<file path="config.mk">
export PLATFORM = sky130hd
export DESIGN_NAME = avsddac_ctrl
export DESIGN_NICKNAME = d
export VERILOG_FILES = /design/src/rtl/avsddac_ctrl.sv
export SDC_FILE = /design/constraint.sdc
export NUM_CORES = 1
export LEC_CHECK = 0
export CELL_PAD_IN_SITES_DETAIL_PLACEMENT = 1
export CELL_PAD_IN_SITES_GLOBAL_PLACEMENT = 1
export CORE_MARGIN = 2
export CORE_UTILIZATION = 45
export DETAILED_ROUTE_END_ITERATION = 10
export PLACE_DENSITY = 0.83
export SYNTH_ARGS = -nofsm -noshare
export SYNTH_HDL_FRONTEND = slang
export SYNTH_SLANG_ARGS = --single-unit
</file>
<file path="constraint.sdc">
create_clock -name CLK -period 7.6 [get_ports CLK]
set_input_delay 1.52 -clock CLK [delete_from_list [all_inputs] [get_ports CLK]]
set_output_delay 1.52 -clock CLK [all_outputs]
set_load 0.1 [all_outputs]
</file>
<file path="src/rtl/avsddac_ctrl.sv">
// avsddac_ctrl: shadow-register write port and immediate or slew-limited transfer of codes to the DAC lanes.
module avsddac_ctrl #(
  parameter int WIDTH = 10,
  parameter int NCH = 4,
  parameter logic [WIDTH-1:0] RESET_CODE = '0,
  localparam int CHW = (NCH > 2) ? $clog2(NCH) : 1
) (
  input  logic                 CLK,
  input  logic                 reset,
  input  logic                 in_valid,
  output logic                 in_ready,
  input  logic [CHW-1:0]       in_ch,
  input  logic [WIDTH-1:0]     in_code,
  input  logic                 ldac,
  input  logic                 ramp_en,
  input  logic [WIDTH-1:0]     ramp_step,
  output logic [NCH*WIDTH-1:0] dac_code,
  output logic                 busy,
  output logic                 upd_done,
  output logic                 wr_err
);
  typedef enum logic {IDLE, RAMP} state_t;
  state_t state_q, state_d;
  logic [WIDTH-1:0] shadow_q [NCH];
  logic [WIDTH-1:0] shadow_d [NCH];
  logic [WIDTH-1:0] target_q [NCH];
  logic [WIDTH-1:0] target_d [NCH];
  logic [WIDTH-1:0] active_q [NCH];
  logic [WIDTH-1:0] active_d [NCH];
  logic [WIDTH-1:0] step_q, step_d;
  logic ldac_pend_q, ldac_pend_d;
  logic in_ready_q, busy_q, busy_d, upd_done_q, upd_done_d, wr_err_q, wr_err_d;
  logic wr, all_eq;
  // The difference is taken one bit wider so the magnitude test never wraps.
  function automatic logic [WIDTH-1:0] ramp_next(input logic [WIDTH-1:0] a, input logic [WIDTH-1:0] t,
                                                 input logic [WIDTH-1:0] s);
    logic signed [WIDTH:0] d;
    logic [WIDTH:0] mag;
    d = $signed({1'b0, t}) - $signed({1'b0, a});
    mag = d[WIDTH] ? -d : d;
    return (mag <= {1'b0, s}) ? t : d[WIDTH] ? a - s : a + s;
  endfunction
  always_comb begin
    wr = in_valid & in_ready_q;
    shadow_d = shadow_q;
    target_d = target_q;
    active_d = active_q;
    step_d = step_q;
    state_d = state_q;
    ldac_pend_d = ldac_pend_q;
    busy_d = busy_q;
    upd_done_d = 1'b0;
    wr_err_d = wr && (32'(in_ch) >= NCH);
    all_eq = 1'b1;
    for (int i = 0; i < NCH; i++) if (wr && 32'(in_ch) == i) shadow_d[i] = in_code;
    if (state_q == IDLE) begin
      if (ldac || ldac_pend_q) begin
        target_d = shadow_d;
        ldac_pend_d = 1'b0;
        if (ramp_en) begin
          step_d = (ramp_step == '0) ? WIDTH'(1) : ramp_step;
          state_d = RAMP;
          busy_d = 1'b1;
        end else begin
          active_d = shadow_d;
          upd_done_d = 1'b1;
        end
      end
    end else begin
      ldac_pend_d = ldac_pend_q | ldac;
      for (int i = 0; i < NCH; i++) begin
        active_d[i] = ramp_next(active_q[i], target_q[i], step_q);
        all_eq = all_eq & (active_d[i] == target_q[i]);
      end
      if (all_eq) begin
        state_d = IDLE;
        busy_d = 1'b0;
        upd_done_d = 1'b1;
      end
    end
  end
  always_ff @(posedge CLK or posedge reset) begin
    if (reset) begin
      shadow_q <= '{default: RESET_CODE};
      target_q <= '{default: RESET_CODE};
      active_q <= '{default: RESET_CODE};
      step_q <= WIDTH'(1);
      state_q <= IDLE;
      ldac_pend_q <= 1'b0;
      in_ready_q <= 1'b0;
      busy_q <= 1'b0;
      upd_done_q <= 1'b0;
      wr_err_q <= 1'b0;
    end else begin
      shadow_q <= shadow_d;
      target_q <= target_d;
      active_q <= active_d;
      step_q <= step_d;
      state_q <= state_d;
      ldac_pend_q <= ldac_pend_d;
      in_ready_q <= 1'b1;
      busy_q <= busy_d;
      upd_done_q <= upd_done_d;
      wr_err_q <= wr_err_d;
    end
  end
  for (genvar g = 0; g < NCH; g++) assign dac_code[g*WIDTH +: WIDTH] = active_q[g];
  assign in_ready = in_ready_q;
  assign busy = busy_q;
  assign upd_done = upd_done_q;
  assign wr_err = wr_err_q;
endmodule

</file>
======== Word level (Yosys, flattened, before mapping) ========
Cells that the tools add are included.
cells by class
  multiply operators ...................... 0
  order comparisons ....................... 4
  bitwise logic cells ..................... 6
  muxes and demuxes ....................... 34
  divide/modulo/power cells ............... 0
  equality and inequality tests ........... 9
  reduce and logical (&&, ||, !) cells .... 13
  $add $sub $neg .......................... 16
  shifts and indexed selects .............. 0
operators by type and width
  cell                  count
  $mux W10              13
  $mux W40              3
  $le A11 B10 Y1        4
  $mux W11              4
  $neg A11 Y11          4
  $sub A10 B10 Y11      4
  $add A10 B10 Y10      4
  $eq A10 B10 Y1        4
  $sub A10 B10 Y10      4
  $mux W1               14
  $logic_not A10 Y1     1
  $reduce_and A3 Y1     2
  $and A1 B1 Y1         4
  $eq A2 B2 Y1 const B  2
  $logic_and A1 B1 Y1   4
  $ne A2 B1 Y1 const B  2
  $reduce_and A2 Y1     2
  $reduce_bool A2 Y1    2
  $eq A2 B1 Y1 const B  1
  $logic_not A2 Y1      1
  $logic_or A1 B1 Y1    1
  $not A1 Y1            1
  $or A1 B1 Y1          1
storage, ports and cells
  bits in read-only memories .............. 0
  flip-flop bits (word level) ............. 135
  bits in latches ......................... 0
  input bits .............................. 27
  bits in writable memories ............... 0
  output and inout bits ................... 44
  memories kept ........................... 0

======== Longest topological paths before layout ========
Gate-level depths: netlist of the first run.
  depth after elaboration ................. 11
  mapped depth ............................ 23
  mapped depth without buffers ............ 23

======== Least setup slack after synthesis of the first run ========
OpenSTA, ideal clock, no wires.
  kind .................................... reg-to-reg
  start point ............................. reg active_q, in the netlist dac_code[31]
  end point ............................... reg upd_done_q, in the netlist upd_done
  required time ........................... 7.527 ns
  cell stages (with the launch flop) ...... 21
  clock period less this slack ............ 5.443 ns
  arrival time ............................ 5.369 ns
  path slack .............................. 2.157 ns
  cells stage by stage .................... dfrtp_1 -> inv_1 -> fa_1 -> a211oi_1 -> nor3_1 -> a21oi_1 -> a21o_1 -> clkbuf_1 -> nor2_1 -> xnor2_1 -> ha_1 -> o21ai_0 -> a21oi_1 -> nor3_1 -> o21bai_1 -> a221oi_1 -> xnor2_2 -> xnor2_1 -> o41a_1 -> o41ai_2 -> nor2b_1
between the ends
  word-level cells in the longest chain between the ends .. 9
RTL lines
  element                 RTL line  source
  start, declared         28        logic [WIDTH-1:0] active_q [NCH];
  start signal, assigned  97        active_q <= active_d;
  $sub A10 B10 Y11        39        d = $signed({1'b0, t}) - $signed({1'b0, a});
  $neg A11 Y11            40        mag = d[WIDTH] ? -d : d;
  $mux W11                40
  $le A11 B10 Y1          41        return (mag <= {1'b0, s}) ? t : d[WIDTH] ? a - s : a + s;
  $mux W10 (*)            41
  $eq A10 B10 Y1 (*)      73        all_eq = all_eq & (active_d[i] == target_q[i]);
  $and A1 B1 Y1 (*)       73
  $mux W1 (*)             75        if (all_eq) begin
  $mux W1 (*)             56        if (state_q == IDLE) begin
  named net upd_done_d    32        logic in_ready_q, busy_q, busy_d, upd_done_q, upd_done_d, wr_err_q, wr_err_d;
  end signal, assigned    103       upd_done_q <= upd_done_d;
  end, declared           32
The timed path passes the listed nets; every way through them passes the cells marked *.
A chain may end at the register's enable or synchronous reset.

======== Worst setup path in the final report of the first run ========
  start point ............................. reg target_q[10] (netlist name)
  end point ............................... reg upd_done_q, in the netlist upd_done
between the ends
  word-level cells in the longest chain between the ends .. 10
RTL lines
  element                          RTL line  source
  start, declared                  26        logic [WIDTH-1:0] target_q [NCH];
  start signal, assigned           96        target_q <= target_d;
  $sub A10 B10 Y11                 39
  $neg A11 Y11                     40
  $mux W11                         40
  $le A11 B10 Y1                   41
  $mux W10                         41
  $eq A10 B10 Y1 (*)               73
  $and A1 B1 Y1 (*) (2 in series)  73
  $mux W1 (*)                      75
  $mux W1 (*)                      56
  named net upd_done_d             32
Marks and branches as above.

==> results of run 1 <==
-- layout make-up --
type                            count  area [µm²]  area share, %
Clock buffer                       24         472           3.45
Clock inverter                      8        97.6          0.715
Inverter                          128         485           3.55
Multi-Input combinational cell   1098        8030           58.8
Sequential cell                   135        3380           24.7
Tap cell                          335         419           3.07
Timing Repair Buffer               80         773           5.66
-- cells in the final DEF (no fill, tap or decap), types with 22 or more instances in the layout --
| cell type | instances |
|---|---|
| a21o_1 | 23 |
| a21oi_1 | 74 |
| clkdlybuf4s50_1 | 69 |
| dfrtp_1 | 134 |
| ha_1 | 121 |
| inv_1 | 126 |
| mux2i_1 | 56 |
| nand2_1 | 134 |
| nor2_1 | 121 |
| nor3_1 | 29 |
| o21ai_0 | 96 |
| o221ai_1 | 22 |
| xnor2_1 | 101 |
| xor2_1 | 45 |
-- flip-flops by register name, summed over array words and instances (netlist names) --
register	flops
dac_code	40
shadow_q	40
target_q	40
step_q	10
busy	1
in_ready	1
ldac_pend_q	1
state_q	1
upd_done	1
-- through the flow --
stage                     instances  hold WS (ns)  setup slack [ns]  cell area [µm²]
after global placement         1776         0.479              2.00            13100
final                          1808         0.501              1.82            13700
after CTS                      1808         0.506              1.83            13700
after global routing           1808         0.533              1.42            13700
after floorplan                1416         0.460              2.16            12100
after detailed placement       1776         0.492              1.91            13100
-- routing by layer --
metal	routed length (µm)	up-vias	share of wire [%]	GRT usage, %
met5	0	-	0	0
li1	-	5087	-	-
met2	18900	315	46	48.0
met4	1920	0	4.7	14.6
met3	2120	102	5.2	3.62
met1	17700	5490	44	38.2
-- cells by family after synthesis --
logic type                 after synthesis  synth area share, %
DFF                                    135                 28.0
muxes                                   74                 6.32
xor gates and xnor gates               149                 11.1
other                                    2               0.0622
AOI/OAI and AO/OA                      344                 19.3
buffers and inverters                  183                 5.85
and+or+nand+nor                        400                 15.5
adders and majority gates              129                 13.9
-- path summary, 6_finish.rpt --
kind | start | to | slack [ns] | cells past startpoint
min | shadow_q[7]$_DFF_PP0_ | shadow_q[7]$_DFF_PP0_ | 0.50 | 2
max reg2reg | target_q[10]$_DFFE_PP0P_ | upd_done$_DFF_PP0_ | 1.82 | 21
max in group asynchronous | reset | target_q[22]$_DFFE_PP0P_ | 4.71 | 3
max | target_q[10]$_DFFE_PP0P_ | upd_done$_DFF_PP0_ | 1.82 | 21
min reg2reg | shadow_q[7]$_DFF_PP0_ | shadow_q[7]$_DFF_PP0_ | 0.50 | 2
min in group asynchronous | reset | dac_code[5]$_DFFE_PP0P_ | 1.60 | 2
-- worst max-delay path, cell delays in order, from the launching register on --
cell and delay [ns]:
dfrtp_1 0.41, inv_1 0.07, ha_1 0.19, inv_1 0.07, fa_1 0.21, a211oi_1 0.12
o211ai_1 0.27, a31oi_1 0.12, o21bai_1 0.82, nand2_1 0.16, xnor2_1 0.18, ha_1 0.37
and2_1 0.19, a31o_1 0.20, a211oi_2 0.28, o2bb2ai_1 0.22, xnor2_1 0.15, or2_0 0.22
a2111oi_0 0.53, o221ai_1 0.32, o41ai_2 0.42, nor2b_1 0.19
==> run summary, run 1 <==
Status = completed
Final hold violation count = 0
CP Launch Type = flip-flop
Sequential area share after synthesis = 28.0%
CTS clk-pin slew, worst paths = 0.06 ns
H-Tree Depth = 4
Share of cells above drive strength 1 = 5.77%
# port buffers = 69
Fin crit period = 5.78 ns
Post-synth ARST share = 100%
Flops & latches, synth = 135
Die Y = 168 µm
Root buffer cell = clkbuf_16
Die Width = 168 µm
CTS-repair resized insts = 0
Max clock buf depth = 2
Primary FF master, synth = dfrtp_1
Largest net degree at the start of global routing = 80
Via density = 6.08
Total negative slack = 0 ns
Syn-to-layout area delta = 13.0%
Fillers = 3,098
Largest area contributor in the netlist = dfrtp_1
DP HPWL = 29.8 mm
Clk Latency, worst-skew pair = 0.44 ns
Worst Setup Path Type = reg2reg
Nets = 1,616
Final period util = 76.0%
Final WL = 40.7 mm
Drt wl/cell = 22.5 µm
Area contributors post-synth = dfrtp_1 (28%), ha_1 (13%), xnor2_1 (7.3%)
Unrepaired setup endpoints after global routing = false
Core Rows = 59
Mapped Nets = 1,572
Critical path required time = 7.96 ns
CTS buffer count = 17
Max cap viols = 0
Max Fclk = 0.173 GHz
Die ar. = 28,200 µm²
Number of global-route vias before repair = 11,500
Worst Hold Class = reg2reg
Wire length of the first global-routing pass = 64.1 mm
Worst setup EP type = flip-flop
Synthesized area = 12,100 µm²
Gr ovfl total = 0
I/O pins = 71
Clk sinks = 135
CP arrival = 6.14 ns
Hold-fix buffers, CTS = 0
Syn avg cell area = 8.53 µm²
Crit Path Max Fanout = 11
Utilization after layout = 52.1%
Post-synth top cells = dfrtp_1 (134), nand2_1 (134), inv_1 (127), nor2_1 (122), ha_1 (121)
Core footprint = 26,200 µm²
Post-synth cell types = 85
Initial antenna violation count = 0
GPL Wtd Cong = 0.917
# Post-CTS Setup Buffers = 0
Final setup fails = 0
DRT Pass-1 Iters = 5
# diodes = 0
Antenna Nets Post-Route = 0
Top-area cell type share of the netlist area = 27.8%
YS warnings = 0
Starting DRT DRC Count = 821
Slew Limit Fails = 0
Mapped Cells = 1,416
CTS tree = built
GR Util All Layers = 29.2%
Starting Density = 46.1%
Post-synth EDFFs = 0
Clock skew = 0.00664 ns
Rel. slew slack = 13.9%
Worst-margin pin slew = 1.29 ns
DRC Markers = 0
DR vias = 11,000
Power of run 1 is left out: the tool's default activity adds up to more than one toggle a clock period on the data nets, which glitch-free logic cannot reach.
==> run 2, diff against run 1 <==
==> constraint.sdc (replaced) <==
create_clock -name CLK -period 5.7 [get_ports CLK]
set_input_delay 1.14 -clock CLK [delete_from_list [all_inputs] [get_ports CLK]]
set_output_delay 1.14 -clock CLK [all_outputs]
set_load 0.1 [all_outputs]
==> run 2 against run 1 <==
Net effect:
- wire length rose by 1.5%
- non-clock buffer count grew 7
- via count up 0.37%
- final cell count up 0.39%
- worst setup slack lost 1.4 ns
- utilization increased by 0.67 points
- sequential cell count stayed put
- die area unchanged
- global-route usage increased by 0.49 points
- register-to-register slack got worse by 1.4 ns
- count of clock-buffer cells in the layout shrank 2
==> run summary, run 2 (same netlist as run 1, synthesis figures left out) <==
Status = completed (unchanged)
Final WL = 41.3 mm (was 40.7 mm)
Max Fclk = 0.188 GHz (was 0.173 GHz)
# port buffers = 69 (unchanged)
CTS tree = built (unchanged)
Fin crit period = 5.32 ns (was 5.78 ns)
DP HPWL = 30.2 mm (was 29.8 mm)
Clk Latency, worst-skew pair = 0.44 ns (about the same)
Gr ovfl total = 0 (unchanged)
Starting Density = 46.1% (unchanged)
Max clock buf depth = 2 (unchanged)
Nets = 1,623 (was 1,616)
Wire length of the first global-routing pass = 65.3 mm (was 64.1 mm)
CTS buffer count = 17 (unchanged)
Unrepaired setup endpoints after global routing = false (unchanged)
Crit Path Max Fanout = 11 (unchanged)
Initial antenna violation count = 0 (unchanged)
Fillers = 3,047 (was 3,098)
Commonest cells after routing, fill and taps aside = nand2_1 (134), dfrtp_1 (134), inv_1 (126) (unchanged)
Crit path buffers/inverters = 3 (was 2)
Worst Setup Path Type = reg2reg (unchanged)
Core Rows = 59 (unchanged)
Total negative slack = 0 ns (unchanged)
Final setup fails = 0 (unchanged)
Crit-path max cell delay = 0.47 ns (was 0.82 ns)
Die Width = 168 µm (unchanged)
DRT Pass-1 Iters = 5 (unchanged)
H-Tree Depth = 4 (unchanged)
Final period util = 93.3% (was 76.0%)
CP arrival = 5.68 ns (was 6.14 ns)
Starting DRT DRC Count = 775 (was 821)
Worst-margin pin slew = 1.10 ns (was 1.29 ns)
DRC Markers = 0 (unchanged)
Worst Hold Class = reg2reg (unchanged)
Clock skew = 0.0126 ns (was 0.00664 ns)
Area of the multi-input gates = 8060 µm² (was 8030 µm²)
Final hold violation count = 0 (unchanged)
Critical path required time = 6.06 ns (was 7.96 ns)
GR Util All Layers = 29.7% (was 29.2%)
Hold-fix buffers, CTS = 0 (unchanged)
Number of global-route vias before repair = 11,600 (was 11,500)
Syn-to-layout area delta = 14.5% (was 13.0%)
Critical path cell sequence = inv_1 -> ha_1 -> inv_1 -> fa_1 -> a21o_1 -> nand4_1 -> a31oi_1 -> o41ai_1 -> buf_4 -> nor2_1 -> xnor2_1 -> ha_1 -> nor2_1 -> a21oi_1 -> a21o_1 -> o41ai_2 -> o21ai_0 -> xnor3_1 -> xor2_1 -> a31oi_1 -> o41ai_2 -> nor2b_1 (was inv_1 -> ha_1 -> inv_1 -> fa_1 -> a211oi_1 -> o211ai_1 -> a31oi_1 -> o21bai_1 -> nand2_1 -> xnor2_1 -> ha_1 -> and2_1 -> a31o_1 -> a211oi_2 -> o2bb2ai_1 -> xnor2_1 -> or2_0 -> a2111oi_0 -> o221ai_1 -> o41ai_2 -> nor2b_1)
Clk sinks = 135 (unchanged)
CTS clk-pin slew, worst paths = 0.06 ns (about the same)
GPL Wtd Cong = 0.913 (was 0.917)
Root buffer cell = clkbuf_16 (unchanged)
Drt wl/cell = 22.7 µm (was 22.5 µm)
Share of cells above drive strength 1 = 7.03% (was 5.77%)
Via density = 6.08 (about the same)
Slew Limit Fails = 0 (unchanged)
Largest net degree at the start of global routing = 108 (was 80)
CP max stage cell = xnor3_1 (was o21bai_1)
CP Launch Type = flip-flop (unchanged)
Core footprint = 26,200 µm² (unchanged)
Worst setup EP type = flip-flop (unchanged)
Die Y = 168 µm (unchanged)
Max cap viols = 0 (unchanged)
# diodes = 0 (unchanged)
Rel. slew slack = 26.2% (was 13.9%)
DR vias = 11,000 (about the same)
Antenna Nets Post-Route = 0 (unchanged)
Cell family with most CP delay = compound AO/OA/AOI/OAI gates (unchanged)
Die ar. = 28,200 µm² (unchanged)
I/O pins = 71 (unchanged)
Reg area = 3380 µm² (unchanged)
# Post-CTS Setup Buffers = 0 (unchanged)
[run 2: cell count changes in the layout (fill, tap and decap cells not counted), sizes merged]
cell,change
buf,+7
bufinv,+2
clkbuf,-2
clkinv,+2
clkinvlp,-3
inv,+1
[run 2: layer usage]
metal / wire (µm) / vias up / global-route usage [%]
li1: - / 5108 / -
met1: 18300 / 5526 / 39.3
met2: 19400 / 324 / 49.7
met3: 2180 / 77 / 4.11
met4: 1400 / 0 / 11.2
met5: 0 / - / 0
[run 2: area by class of cell]
cell class | count | area share, %
Timing Repair Buffer | 87 | 5.97
Sequential cell | 135 | 24.4
Multi-Input combinational cell | 1098 | 58.3
Clock buffer | 22 | 3.57
Clock inverter | 10 | 1.19
Inverter | 128 | 3.51
Tap cell | 335 | 3.03
[run 2: worst reg2reg max path, delay by kind of cell, from the launching register on]
kind,cells,cell delay [ns]
adder cells (fa/ha/maj),3,0.90
AND/OR/NAND/NOR,4,0.48
flip-flops,1,0.42
AO/OA/AOI/OAI,9,2.17
buffers and inverters,3,0.38
XOR/XNOR,3,0.89
[run 2: path summary, 6_finish.rpt]
path / startpoint / end / slack [ns] / cells after the start
setup reg to reg: target_q[30]$_DFFE_PP0P_ / upd_done$_DFF_PP0_ / 0.38 / 22
min in group asynchronous: reset / shadow_q[36]$_DFF_PP0_ / 1.33 / 2
hold reg to reg: shadow_q[33]$_DFF_PP0_ / shadow_q[33]$_DFF_PP0_ / 0.50 / 2
hold / removal: shadow_q[33]$_DFF_PP0_ / shadow_q[33]$_DFF_PP0_ / 0.50 / 2
setup / recovery: target_q[30]$_DFFE_PP0P_ / upd_done$_DFF_PP0_ / 0.38 / 22
max in group asynchronous: reset / dac_code[29]$_DFFE_PP0P_ / 3.36 / 3
[run 2: what timing repair did]
| item | in CTS | in global routing |
|---|---|---|
| setup endpoints to repair | 0 | 3 |
| hold endpoints to repair | 0 | 0 |
| gates resized for setup | 0 | 9 |
[run 2: per-stage QoR]
stage | hold WS (ns) | util, % | setup slack (ns) | cells | cell area, µm²
after global routing | 0.529 | 52.8 | 0.0132 | 1815 | 13800
final | 0.495 | 52.8 | 0.382 | 1815 | 13800
after global placement | 0.484 | 50.1 | 0.349 | 1783 | 13100
after CTS | 0.499 | 52.7 | 0.144 | 1815 | 13800
after floorplan | 0.460 | - | 0.257 | 1416 | 12100
after detailed placement | 0.482 | 50.1 | 0.258 | 1783 | 13100
Power of run 2 is left out for the same reason.
==> run 3, diff against run 2 <==
==> constraint.sdc (replaced) <==
create_clock -name CLK -period 5.7 [get_ports CLK]
set_input_delay 0.855 -clock CLK [delete_from_list [all_inputs] [get_ports CLK]]
set_output_delay 0.855 -clock CLK [all_outputs]
set_load 0.1 [all_outputs]
==> run 3 against run 2 <==
Net effect:
- wire length barely moved
- sequential share of layout area increased by 0.069 points
- register-to-register slack got worse by 0.16 ns
- non-clock buffer count rose by 1
- utilization down 0.15 points
- final area decreased by 0.28%
- fmax decreased by 2.9%
- first-iteration DRC count is 0.65% lower
- global-route usage fell by 0.057 points
==> run summary, run 3 (same netlist as run 1, synthesis figures left out) <==
Status = completed (unchanged)
H-Tree Depth = 4 (unchanged)
Die Y = 168 µm (unchanged)
Slew Limit Fails = 0 (unchanged)
# Post-CTS Setup Buffers = 0 (unchanged)
Number of global-route vias before repair = 11,900 (was 11,600)
Worst Hold Class = reg2reg (unchanged)
Critical path required time = 6.06 ns (about the same)
Clk Latency, worst-skew pair = 0.44 ns (about the same)
Final WL = 41.3 mm (about the same)
Final hold violation count = 0 (unchanged)
Min-Delay Startpoint = shadow_q[34]$_DFF_PP0_ (was shadow_q[33]$_DFF_PP0_)
Max cap viols = 0 (unchanged)
Drt wl/cell = 22.7 µm (about the same)
CTS buffer count = 17 (unchanged)
Worst Setup Path Type = reg2reg (unchanged)
Max clock buf depth = 2 (unchanged)
Commonest cells after routing, fill and taps aside = nand2_1 (134), dfrtp_1 (134), inv_1 (126) (unchanged)
CP max stage cell = o41ai_1 (was xnor3_1)
Total negative slack = 0 ns (unchanged)
# diodes = 0 (unchanged)
I/O pins = 71 (unchanged)
Gr ovfl total = 0 (unchanged)
Core Rows = 59 (unchanged)
Syn-to-layout area delta = 14.2% (was 14.5%)
Starting DRT DRC Count = 770 (was 775)
Crit path buffers/inverters = 3 (unchanged)
Utilization after layout = 52.6% (was 52.8%)
Final period util = 96.1% (was 93.3%)
DR vias = 11,100 (was 11,000)
DRT Pass-1 Iters = 6 (was 5)
Worst setup EP type = flip-flop (unchanged)
Hold-fix buffers, CTS = 0 (unchanged)
CP Launch Type = flip-flop (unchanged)
Clk sinks = 135 (unchanged)
Crit Path Max Fanout = 11 (unchanged)
GR Util All Layers = 29.7% (about the same)
Critical Path Start = target_q[30]$_DFFE_PP0P_ (unchanged)
Largest net degree at the start of global routing = 103 (was 108)
Worst reg2reg path startpoint = target_q[30]$_DFFE_PP0P_ (unchanged)
Rel. slew slack = 22.7% (was 26.2%)
Via density = 6.13 (was 6.08)
Antenna Nets Post-Route = 0 (unchanged)
DRC Markers = 0 (unchanged)
Final hold slack = 0.501 ns (was 0.495 ns)
Final setup fails = 0 (unchanged)
Max Fclk = 0.183 GHz (was 0.188 GHz)
Die ar. = 28,200 µm² (unchanged)
CTS tree = built (unchanged)
Die Width = 168 µm (unchanged)
Crit-path max cell delay = 0.51 ns (was 0.47 ns)
Core footprint = 26,200 µm² (unchanged)
Root buffer cell = clkbuf_16 (unchanged)
Wire length of the first global-routing pass = 64.8 mm (was 65.3 mm)
Share of cells above drive strength 1 = 6.89% (was 7.03%)
Fin crit period = 5.48 ns (was 5.32 ns)
Critical path cell sequence = inv_1 -> ha_1 -> inv_1 -> fa_1 -> a21o_1 -> nand4_1 -> a31oi_1 -> o41ai_1 -> buf_4 -> nor2_1 -> xnor2_1 -> ha_1 -> nor2_1 -> a21oi_1 -> a21o_1 -> o41ai_1 -> o21ai_0 -> xnor3_1 -> xor2_1 -> a31oi_1 -> o41ai_2 -> nor2b_1 (was inv_1 -> ha_1 -> inv_1 -> fa_1 -> a21o_1 -> nand4_1 -> a31oi_1 -> o41ai_1 -> buf_4 -> nor2_1 -> xnor2_1 -> ha_1 -> nor2_1 -> a21oi_1 -> a21o_1 -> o41ai_2 -> o21ai_0 -> xnor3_1 -> xor2_1 -> a31oi_1 -> o41ai_2 -> nor2b_1)
CTS clk-pin slew, worst paths = 0.06 ns (about the same)
Nets = 1,624 (was 1,623)
Initial antenna violation count = 0 (unchanged)
DP HPWL = 30.5 mm (was 30.2 mm)
Worst-margin pin slew = 1.16 ns (was 1.10 ns)
Unrepaired setup endpoints after global routing = false (unchanged)
Starting Density = 46.1% (unchanged)
Clock skew = 0.00903 ns (was 0.0126 ns)
CP arrival = 5.84 ns (was 5.68 ns)
Cell family with most CP delay = compound AO/OA/AOI/OAI gates (unchanged)
GPL Wtd Cong = 0.904 (was 0.913)
# port buffers = 69 (unchanged)
[run 3: cell types whose count changed in the layout (fill, tap and decap cells not counted), sizes merged]
cell and delta:
bufinv -1, clkinv -2, clkinvlp +3, buf +1
[run 3: per-layer routing]
layer	vias to the layer above	global-route usage [%]	part of all wire, %
li1	5102	-	-
met1	5562	37.7	43
met2	368	48.9	46
met3	93	5.92	6.8
met4	0	13.5	4.0
met5	-	0	0
[run 3: what timing repair did]
action,4_1_cts,5_1_grt
resized for setup,0,8
setup endpoints to repair,0,3
hold endpoints to repair,0,0
[run 3: final timing paths]
| check | endpoint | slack [ns] | depth (start not counted) |
|---|---|---|---|
| max in group asynchronous | target_q[13]$_DFFE_PP0P_ | 3.69 | 3 |
| worst max-delay path | upd_done$_DFF_PP0_ | 0.22 | 22 |
| worst min-delay path | shadow_q[34]$_DFF_PP0_ | 0.50 | 2 |
| min in group asynchronous | dac_code[7]$_DFFE_PP0P_ | 1.01 | 2 |
| worst min register to register | shadow_q[34]$_DFF_PP0_ | 0.50 | 2 |
| worst max register to register | upd_done$_DFF_PP0_ | 0.22 | 22 |
[run 3: worst reg2reg max path, cell delays in order (launching register included)]
cell	delay (ns)
dfrtp_1	0.42
inv_1	0.09
ha_1	0.18
inv_1	0.07
fa_1	0.40
a21o_1	0.21
nand4_1	0.09
a31oi_1	0.17
o41ai_1	0.30
buf_4	0.26
nor2_1	0.07
xnor2_1	0.29
ha_1	0.33
nor2_1	0.11
a21oi_1	0.08
a21o_1	0.22
o41ai_1	0.51
o21ai_0	0.19
xnor3_1	0.44
xor2_1	0.16
a31oi_1	0.23
o41ai_2	0.38
nor2b_1	0.20
[run 3: stage by stage]
| step | setup WS [ns] | area [µm²] | instances |
|---|---|---|---|
| 2_1_floorplan | 0.257 | 12100 | 1416 |
| 3_3_place_gp | 0.358 | 13100 | 1784 |
| 3_5_place_dp | 0.368 | 13100 | 1784 |
| 4_1_cts | 0.159 | 13800 | 1816 |
| 5_1_grt | 0.0146 | 13800 | 1816 |
| 6_report | 0.223 | 13800 | 1816 |
[run 3: cell type report]
cell class                 instances  area, µm²
sequential                       135       3380
inverter                         128        485
multi-input combinational       1098       8060
tap                              335        419
fill                            3052      12400
clock inverter                    10        144
clock buffer                      22        474
timing repair buffer              88        833
Power of run 3 is left out for the same reason.
